### src/rtl/c2_pkg.sv
// c2_pkg: shared constants, FSM state type and lane-slice helper for the conv2 serializer.
// Latency: n/a (declarations only).
// Backpressure: n/a.
package c2_pkg;

  localparam int C2_DATA_W    = 16;
  localparam int C2_CH        = 3;
  localparam int C2_FRAME_LEN = 121;

  typedef enum logic {
    ST_IDLE  = 1'b0,
    ST_SHIFT = 1'b1
  } c2_state_e;

  // Lane k of a default-geometry conv2 word (lane k = channel k).
  function automatic logic [C2_DATA_W-1:0] get_lane(
    input logic [C2_CH*C2_DATA_W-1:0] word,
    input int unsigned                k
  );
    return word[k*C2_DATA_W +: C2_DATA_W];
  endfunction

endpackage

### src/rtl/c2_ser_fifo.sv
// c2_ser_fifo: generic synchronous FIFO, DEPTH words of WIDTH bits, read data registered on rd_en.
// Latency: a word written at edge N can be popped at edge N+1; dout updates on the popping edge.
// Backpressure: writes while full and reads while empty are ignored; full/empty come from pointers.
// Ports: clk, rst_n (async, active-high), wr_en/din, rd_en/dout, full, empty.
module c2_ser_fifo
  import c2_pkg::*;
#(
  parameter int WIDTH = C2_CH*C2_DATA_W,
  parameter int DEPTH = 4
) (
  input  logic             clk,
  input  logic             rst_n,
  input  logic             wr_en,
  input  logic [WIDTH-1:0] din,
  input  logic             rd_en,
  output logic [WIDTH-1:0] dout,
  output logic             full,
  output logic             empty
);

  localparam int AW = $clog2(DEPTH);

  logic [WIDTH-1:0] mem_q [DEPTH];
  logic [AW:0]      wr_ptr_q, rd_ptr_q;
  logic [WIDTH-1:0] dout_q;
  logic             do_wr, do_rd;

  assign do_wr = wr_en && !full;
  assign do_rd = rd_en && !empty;

  // Storage carries no reset; only the pointers define what is valid.
  always_ff @(posedge clk) begin
    if (do_wr) mem_q[wr_ptr_q[AW-1:0]] <= din;
  end

  always_ff @(posedge clk or posedge rst_n) begin
    if (rst_n) begin
      wr_ptr_q <= '0;
      rd_ptr_q <= '0;
      dout_q   <= '0;
    end else begin
      if (do_wr) wr_ptr_q <= wr_ptr_q + (AW+1)'(1);
      if (do_rd) begin
        dout_q   <= mem_q[rd_ptr_q[AW-1:0]];
        rd_ptr_q <= rd_ptr_q + (AW+1)'(1);
      end
    end
  end

  // Extra pointer MSB distinguishes full from empty when the indices match.
  assign empty = (wr_ptr_q == rd_ptr_q);
  assign full  = (wr_ptr_q[AW] != rd_ptr_q[AW]) && (wr_ptr_q[AW-1:0] == rd_ptr_q[AW-1:0]);
  assign dout  = dout_q;

endmodule

### src/rtl/c2_serialize.sv
// c2_serialize: CH-lane conv2 words in, channel-interleaved DATA_W samples out (ch0..chCH-1 per word).
// Latency: word accepted at edge N into an idle block -> lane 0 valid after edge N+2; 1 beat/cycle sustained.
// Backpressure: data_in_ready = !fifo_full (low in reset); outputs hold while data_out_valid && !data_out_ready.
// Ports: clk, rst_n (async, active-high); data_in/_valid/_ready; data_out/_valid/_ready; frame_last, frame_done.
module c2_serialize
  import c2_pkg::*;
#(
  parameter int DATA_W     = C2_DATA_W,
  parameter int CH         = C2_CH,
  parameter int FRAME_LEN  = C2_FRAME_LEN,
  parameter int FIFO_DEPTH = 4
) (
  input  logic                 clk,
  input  logic                 rst_n,
  input  logic [CH*DATA_W-1:0] data_in,
  input  logic                 data_in_valid,
  output logic                 data_in_ready,
  output logic [DATA_W-1:0]    data_out,
  output logic                 data_out_valid,
  input  logic                 data_out_ready,
  output logic                 frame_last,
  output logic                 frame_done
);

  localparam int CH_W = (CH > 1) ? $clog2(CH) : 1;
  localparam int WC_W = (FRAME_LEN > 1) ? $clog2(FRAME_LEN) : 1;
  localparam logic [CH_W-1:0] CH_LAST = CH_W'(CH-1);
  localparam logic [WC_W-1:0] WC_LAST = WC_W'(FRAME_LEN-1);

  logic                 fifo_full, fifo_empty, fifo_wr, fifo_rd;
  logic [CH*DATA_W-1:0] hold_word;
  logic [DATA_W-1:0]    lanes [CH];

  c2_state_e            state_q, state_d;
  logic [CH_W-1:0]      ch_cnt_q, ch_cnt_d, ch_nxt;
  logic [WC_W-1:0]      word_cnt_q, word_cnt_d;
  logic [DATA_W-1:0]    data_out_q, data_out_d;
  logic                 pend_q, pend_d;
  logic                 frame_done_q, frame_done_d;
  logic                 lane_last, word_last, beat_acc, load, cur_done;

  assign fifo_wr = data_in_valid && data_in_ready;

  // The FIFO's registered read port doubles as the holding register: a word
  // popped into it stays there until its last lane has moved into data_out_q.
  c2_ser_fifo #(
    .WIDTH (CH*DATA_W),
    .DEPTH (FIFO_DEPTH)
  ) u_fifo (
    .clk   (clk),
    .rst_n (rst_n),
    .wr_en (fifo_wr),
    .din   (data_in),
    .rd_en (fifo_rd),
    .dout  (hold_word),
    .full  (fifo_full),
    .empty (fifo_empty)
  );

  for (genvar k = 0; k < CH; k++) begin : g_lane
    assign lanes[k] = hold_word[k*DATA_W +: DATA_W];
  end

  assign lane_last = (ch_cnt_q == CH_LAST);
  assign word_last = (word_cnt_q == WC_LAST);
  assign beat_acc  = (state_q == ST_SHIFT) && data_out_ready;
  assign ch_nxt    = ch_cnt_q + CH_W'(1);

  // State register
  always_ff @(posedge clk or posedge rst_n) begin
    if (rst_n) state_q <= ST_IDLE;
    else       state_q <= state_d;
  end

  // Next-state and datapath next values. pend_q means the holding register
  // carries a popped word whose lane 0 has not been presented yet.
  always_comb begin
    state_d      = state_q;
    ch_cnt_d     = ch_cnt_q;
    data_out_d   = data_out_q;
    word_cnt_d   = word_cnt_q;
    frame_done_d = 1'b0;
    load         = 1'b0;
    case (state_q)
      ST_IDLE: begin
        if (pend_q) begin
          load       = 1'b1;
          state_d    = ST_SHIFT;
          ch_cnt_d   = '0;
          data_out_d = lanes[0];
        end
      end
      ST_SHIFT: begin
        if (data_out_ready) begin
          if (!lane_last) begin
            ch_cnt_d   = ch_nxt;
            data_out_d = lanes[ch_nxt];
          end else begin
            word_cnt_d   = word_last ? '0 : word_cnt_q + WC_W'(1);
            frame_done_d = word_last;
            ch_cnt_d     = '0;
            if (pend_q) begin
              load       = 1'b1;
              data_out_d = lanes[0];
            end else begin
              state_d = ST_IDLE;
            end
          end
        end
      end
      default: state_d = ST_IDLE;
    endcase
  end

  // Pop as soon as the holding register is no longer needed after this edge:
  // data_out_q will hold the final lane (or nothing) and no earlier pop is
  // still waiting. Popping while the last lane is on display is what lets the
  // next word follow with no bubble.
  assign cur_done = (state_d == ST_IDLE) || (ch_cnt_d == CH_LAST);
  assign fifo_rd  = !fifo_empty && !(pend_q && !load) && cur_done;
  assign pend_d   = (pend_q && !load) || fifo_rd;

  always_ff @(posedge clk or posedge rst_n) begin
    if (rst_n) begin
      ch_cnt_q     <= '0;
      word_cnt_q   <= '0;
      data_out_q   <= '0;
      pend_q       <= 1'b0;
      frame_done_q <= 1'b0;
    end else begin
      ch_cnt_q     <= ch_cnt_d;
      word_cnt_q   <= word_cnt_d;
      data_out_q   <= data_out_d;
      pend_q       <= pend_d;
      frame_done_q <= frame_done_d;
    end
  end

  // Outputs
  always_comb begin
    data_in_ready  = !fifo_full && !rst_n;
    data_out       = data_out_q;
    data_out_valid = (state_q == ST_SHIFT);
    frame_last     = (state_q == ST_SHIFT) && lane_last && word_last;
    frame_done     = frame_done_q;
  end

endmodule

### config.mk
export PLATFORM = sky130hd
export DESIGN_NAME = c2_serialize
export DESIGN_NICKNAME = d
export VERILOG_FILES = /design/src/rtl/c2_pkg.sv /design/src/rtl/c2_ser_fifo.sv /design/src/rtl/c2_serialize.sv
export SDC_FILE = /design/constraint.sdc
export NUM_CORES = 1
export LEC_CHECK = 0
export ABC_AREA = 0
export BUFFER_PORTS_ARGS = -buffer_cell sky130_fd_sc_hd__clkbuf_2
export CORE_AREA = 5 5 237 147
export CTS_CLUSTER_DIAMETER = 50
export CTS_CLUSTER_SIZE = 8
export DETAILED_ROUTE_END_ITERATION = 7
export DIE_AREA = 0 0 242 152
export GPL_TIMING_DRIVEN = 1
export SYNTH_ARGS = -nofsm -noshare
export SYNTH_HDL_FRONTEND = slang
export SYNTH_SLANG_ARGS = --single-unit
export TNS_END_PERCENT = 10
### constraint.sdc
create_clock -name clk -period 3.3 [get_ports clk]
set_input_delay 0 -clock clk [delete_from_list [all_inputs] [get_ports clk]]
set_output_delay 0 -clock clk [all_outputs]
set_load 0.005 [all_outputs]
==> qor.csv, run 1 <==
metric;value;unit
run_status;finished, final reports clean;
cts.sinks;274;
track_usage;0.131;
clockBufferDepth;3;
postCtsSetupBuffers;0;
ir_drop;440;uV
synth_area_leader_cell;edfxtp_1;
ctsHoldBuffers;50;
synth-seq-cells;274;
met1_length;12.0;mm
area_growth;23.0;%
critPathMaxStageDelay;0.46;ns
dr_wl_met3;1.26;mm
finalMaxSlewViolations;0;
timing.final.crit_period;2.61;ns
cpMostUsedCell;buf_4;
cp-end-kind;flip-flop;
grt_pass1_wl;37.8;mm
crit_slowest_cell;dfrtp_1;
clock-root-buffer;clkbuf_16;
numCtsBuffers;40;
port_buffers;71;
final_util;0.419;
arrival;3.01;ns
route.detailed.drc;0;
clk-insertion-delay-late;0.53;ns
p_leak;5.15;nW
dieWidth;242;um
synth_area;0.0112;mm^2
ioPinCount;72;
rows;52;
die-area;0.0368;mm^2
die_y;152;um
dr_wl_met2;10.3;mm
ff2ff_setup_slack;0.69;ns
gp_congestion;0.800;
first_global_vias;6105;
cts_max_level;2;
slew-limit-headroom;0.448;
cts_resized;0;
grt_overflow;0;
drt_iter0_markers;534;
netlist_instances;614;
drive_above_1_share;0.308;
grt_max_degree;83;
cp_top_family;buffers and inverters;
synth_enable_flop_cells;192;
cts_tree;done;
worstPathRequired;3.70;ns
ys_top_cells_by_count;edfxtp_1 (192), dfrtp_1 (82), mux2_4 (48), mux4_2 (48), nor2b_1 (25);
p_total;12.8;mW
dr.max_layer_used;met4;
ys_top_cells_by_area;edfxtp_1 (52%), dfrtp_1 (18%), mux4_2 (9.7%), mux2_4 (6.4%), mux2i_1 (1.5%);
synth-async-reset-ratio;0.299;
fin_worst_hold_slack;0.146;ns
dp_slack;0.732;ns
dp_hpwl;15.2;mm
cp-start-kind;flip-flop;
crit_fanout;18;
via_count;5877;
fmax;383;MHz
yosys_most_used_dff;edfxtp_1;
drv_cap;0;
syn_avg_cell_area;18.2;um^2
worst_slew_pin_slew;0.828;ns
wl_per_cell;19.7;um
hold_class;input pin to asynchronous set/reset pin;
fin_setup_tns;0;ns
fin_nets;825;
fin_ws;0.689;ns
antenna_found_initial;0;
skew;0.0238;ns
ys_types;40;
start_util;0.341;
yosysSeqAreaShare;0.699;
synth.most_common_cell;edfxtp_1;
setup_viol;0;
crit_chain;inv_1, buf_4, ha_1, nand3b_1, o311ai_1, nand3_4, buf_4, mux2_4;
path_clk_slew;0.05;ns
synth.top_cell.area_share;0.516;
cp_num_buf_inv;3;
insertedDiodeCount;0;
final_antenna_net_count;0;
hold_viol;0;
rsz0062_at_grt;no;
yosysWarnings;0;
drt-pass1-iter-count;5;
power.density;935;mW/mm^2
critPathKind;flip-flop to flip-flop;
viasPerCell;4.80;
synth_fp_nets;676;
post-route-period-util;0.791;
core-area;0.0328;mm^2
drt_wl_total;24.1;mm
## tightest hold or removal path: cells and delay by family
kind,cells,cell delay [ns]
buffers and inverters,4,1.09
## report_power, final
part	total (mW)	switching, mW	leakage [nW]	internal (mW)
Clock	3.73	1.46	0.551	2.28
Combinational	4.05	1.94	1.90	2.12
Sequential	5.06	0.542	2.70	4.52
Total	12.8	3.93	5.15	8.92
## final cells by class
class	count	area, um^2
clock inverters	4	56.3
inverters	9	35.0
fillers	2926	19000
flip-flops and latches	274	7820
multi-input cells	298	3150
clock buffers	68	1110
well taps	432	541
repair buffers	140	1040
## worst paths after layout
path,from,end,depth (start not counted)
worst min register to register,u_fifo.wr_ptr_q[2],u_fifo.wr_ptr_q[2],1
worst max-delay path,ch_cnt_q[0],u_fifo.dout[24],8
min in group clk,data_out_ready,ch_cnt_q[1],4
worst min-delay path,rst_n,u_fifo.wr_ptr_q[1],4
max in group asynchronous,rst_n,u_fifo.dout[25],4
worst max register to register,ch_cnt_q[0],u_fifo.dout[24],8
## cell families (layout without fill, tap and decap cells)
family,Yosys count,in the layout,synth area share
compound gates,75,75,0.0419
xor+xnor,7,7,0.00549
fa+ha+maj,10,10,0.0112
buf+inv,42,221,0.0201
flops,274,274,0.699
mux,116,116,0.179
simple gates,90,90,0.0424
## through the flow
step / std cells / instance area, um^2
after global routing: 1225 / 13700
after detailed placement: 1103 / 12100
after CTS: 1225 / 13700
final: 1225 / 13700
after global placement: 1103 / 12100
after floorplan: 614 / 11200
## sequential cells by signal, summed over array words and instances (netlist names)
name / count
pend_q: 1
data_out_valid: 1
word_cnt_q: 7
data_out: 16
u_fifo.wr_ptr_q: 3
u_fifo.rd_ptr_q: 3
u_fifo.dout: 48
u_fifo.mem_q: 192
frame_done: 1
ch_cnt_q: 2
## per-layer routing
metal	track usage	vias up
li1	-	2701
met1	0.203	2995
met2	0.185	145
met3	0.0332	36
met4	0.0334	0
met5	0	-
## placed cells by master, fill, tap and decap left out, types with 2 or more instances in the layout
cell           count
edfxtp_1         192
dfrtp_1           80
clkbuf_2          71
dlygate4sd3_1     50
mux4_2            48
mux2_4            48
clkbuf_16         40
clkbuf_1          28
nor2b_1           25
o21ai_0           20
nand2_1           18
nor2_1            18
mux2i_1           17
a31oi_1           17
buf_4             16
a21oi_1           14
a211oi_1          14
ha_1              10
inv_1              8
nand2b_1           6
xnor2_1            5
nand3_1            5
and2_2             4
mux2_2             3
buf_12             3
a221oi_1           2
nand3b_1           2
xor2_1             2
and3_1             2
or2_2              2
or3_1              2
nand4_1            2
a22o_1             2
a21o_1             2
inv_6              2
(Power assumes the default switching activity.)
==> inputs of run 2 (changes only) <==
clock period = 2.4 ns   (was 3.3 ns; I/O delays follow)
==> qor.csv, run 2 (synthesized netlist as in run 1, its figures left out) <==
metric;value;unit;change
drt-pass1-iter-count;5;;unchanged
timing.final.crit_period;2.11;ns;-0.498 ns
clockBufferDepth;3;;unchanged
multiInputGateArea;0.00315;mm^2;unchanged
track_usage;0.133;;+0.00138
cp-start-kind;flip-flop;;
grt_pass1_wl;38.2;mm;+1.3%
crit_slowest_cell;a311oi_2;;
worst_slew_pin_slew;0.760;ns;-0.0680 ns
run_status;finished, final reports clean;;
drive_above_1_share;0.312;;+0.00442
gp_congestion;0.796;;-0.43%
skew;0.0196;ns;-0.00414 ns
cp_top_family;compound AO/OA/AOI/OAI gates;;
clk-insertion-delay-late;0.52;ns;about the same
rsz0062_at_grt;no;;
grt_overflow;0;;unchanged
rows;52;;unchanged
cts_tree;done;;
cts.sinks;274;;unchanged
wl_per_cell;19.6;um;-0.23%
final_common_cell;edfxtp_1;;
die_y;152;um;unchanged
n_fill_cell;2945;;+0.65%
p_leak;5.23;nW;+1.5%
drt_iter0_markers;483;;-9.6%
power.density;1280;mW/mm^2;+37%
final_cell_mix;edfxtp_1 (192), dfrtp_1 (80), clkbuf_2 (71);;
final_antenna_net_count;0;;unchanged
start_util;0.341;;unchanged
slew-limit-headroom;0.492;;+0.0441
cts_max_level;2;;unchanged
viasPerCell;4.81;;+0.28%
final_util;0.425;;+0.00595
antenna_found_initial;0;;unchanged
dp_hpwl;15.8;mm;+3.5%
hold_class;input pin to flip-flop;;
largest_reg_flops;192;;unchanged
stdcell_area;0.0139;mm^2;+1.4%
crit_fanout;28;;+10
worstPathRequired;2.60;ns;-1.10 ns
critPathMaxStageDelay;0.56;ns;+0.10 ns
first_global_vias;6189;;+1.4%
post-route-period-util;0.881;;+0.0894
insertedDiodeCount;0;;unchanged
drt_wl_total;24.2;mm;+0.42%
port_buffers;71;;unchanged
cp-end-kind;flip-flop;;
via_count;5932;;+0.94%
hold_viol;0;;unchanged
path_clk_slew;0.05;ns;about the same
dieWidth;242;um;unchanged
finalMaxSlewViolations;0;;unchanged
route.detailed.drc;0;;unchanged
ioPinCount;72;;unchanged
setup_viol;0;;unchanged
area_growth;24.7;%;
fmax;473;MHz;+24%
postCtsSetupBuffers;0;;unchanged
critPathKind;flip-flop to flip-flop;;
drv_cap;0;;unchanged
placed_area;0.0123;mm^2;+1.4%
clock-root-buffer;clkbuf_16;;
crit_chain;xnor2_1, a311oi_2, and2_2, buf_12;;
die-area;0.0368;mm^2;unchanged
seqCellArea;0.00782;mm^2;unchanged
core-area;0.0328;mm^2;unchanged
fin_nets;832;;+0.85%
arrival;2.31;ns;-0.70 ns
numCtsBuffers;40;;unchanged
grt_max_degree;74;;-11%
cp_num_buf_inv;1;;-2
ir_drop;574;uV;+30%
## run 2: power by group
group,internal [mW],switching (mW),total [mW]
clock network,3.24,1.94,5.18
logic,3.06,2.71,5.77
registers,6.21,0.732,6.94
## run 2: what timing repair did
| item | 4_1_cts | 5_1_grt |
|---|---|---|
| endpoints found under the setup margin | 0 | 0 |
| endpoints found under the hold margin | 276 | 0 |
| hold buffers | 51 | 0 |
| gates resized for setup | 0 | 0 |
## run 2: routing by layer
metal  up-vias  part of all wire  global-route usage
met5         -                 0                   0
met4         0             0.013              0.0261
met3        37             0.053              0.0339
met2       152              0.42               0.186
met1      3014              0.51               0.209
li1       2729                 -                   -
## run 2: path summary, 6_finish.rpt
path | startpoint | end | slack (ns) | cells past startpoint
worst max register to register | u_fifo.rd_ptr_q[0] | u_fifo.mem_q[1][20] | 0.29 | 4
worst min-delay path | data_out_ready | data_out[2] | 0.05 | 4
worst min register to register | u_fifo.wr_ptr_q[2] | u_fifo.wr_ptr_q[2] | 0.49 | 1
min in group asynchronous | rst_n | word_cnt_q[3] | 0.61 | 4
worst max-delay path | u_fifo.rd_ptr_q[0] | u_fifo.mem_q[1][20] | 0.29 | 4
max in group asynchronous | rst_n | u_fifo.rd_ptr_q[0] | 1.11 | 5
## run 2: layout make-up
| class | instances | share of cell area |
|---|---|---|
| clock inverters | 3 | 0.00153 |
| inverters | 9 | 0.00251 |
| clock buffers | 70 | 0.0829 |
| flip-flops and latches | 274 | 0.561 |
| well taps | 432 | 0.0388 |
| repair buffers | 147 | 0.0873 |
| multi-input cells | 298 | 0.226 |
## run 2: per-stage QoR
step	power, mW	setup TNS [ns]	hold slack, ns	std cells	worst slack (ns)
after floorplan	11.0	-43.77	0.0278	614	-0.304
after detailed placement	12.8	0	-0.0483	1109	0.319
final	17.9	0	0.0513	1233	0.287
after global routing	18.9	0	0.0985	1233	0.178
after global placement	12.7	0	-0.0527	1109	0.343
after CTS	18.2	0	0.0123	1233	0.314
## run 2: worst min-delay path, stage by stage
cell      delay [ns]
clkbuf_2        0.22
nor2b_1         0.07
o21ai_0         0.13
a31oi_1         0.08
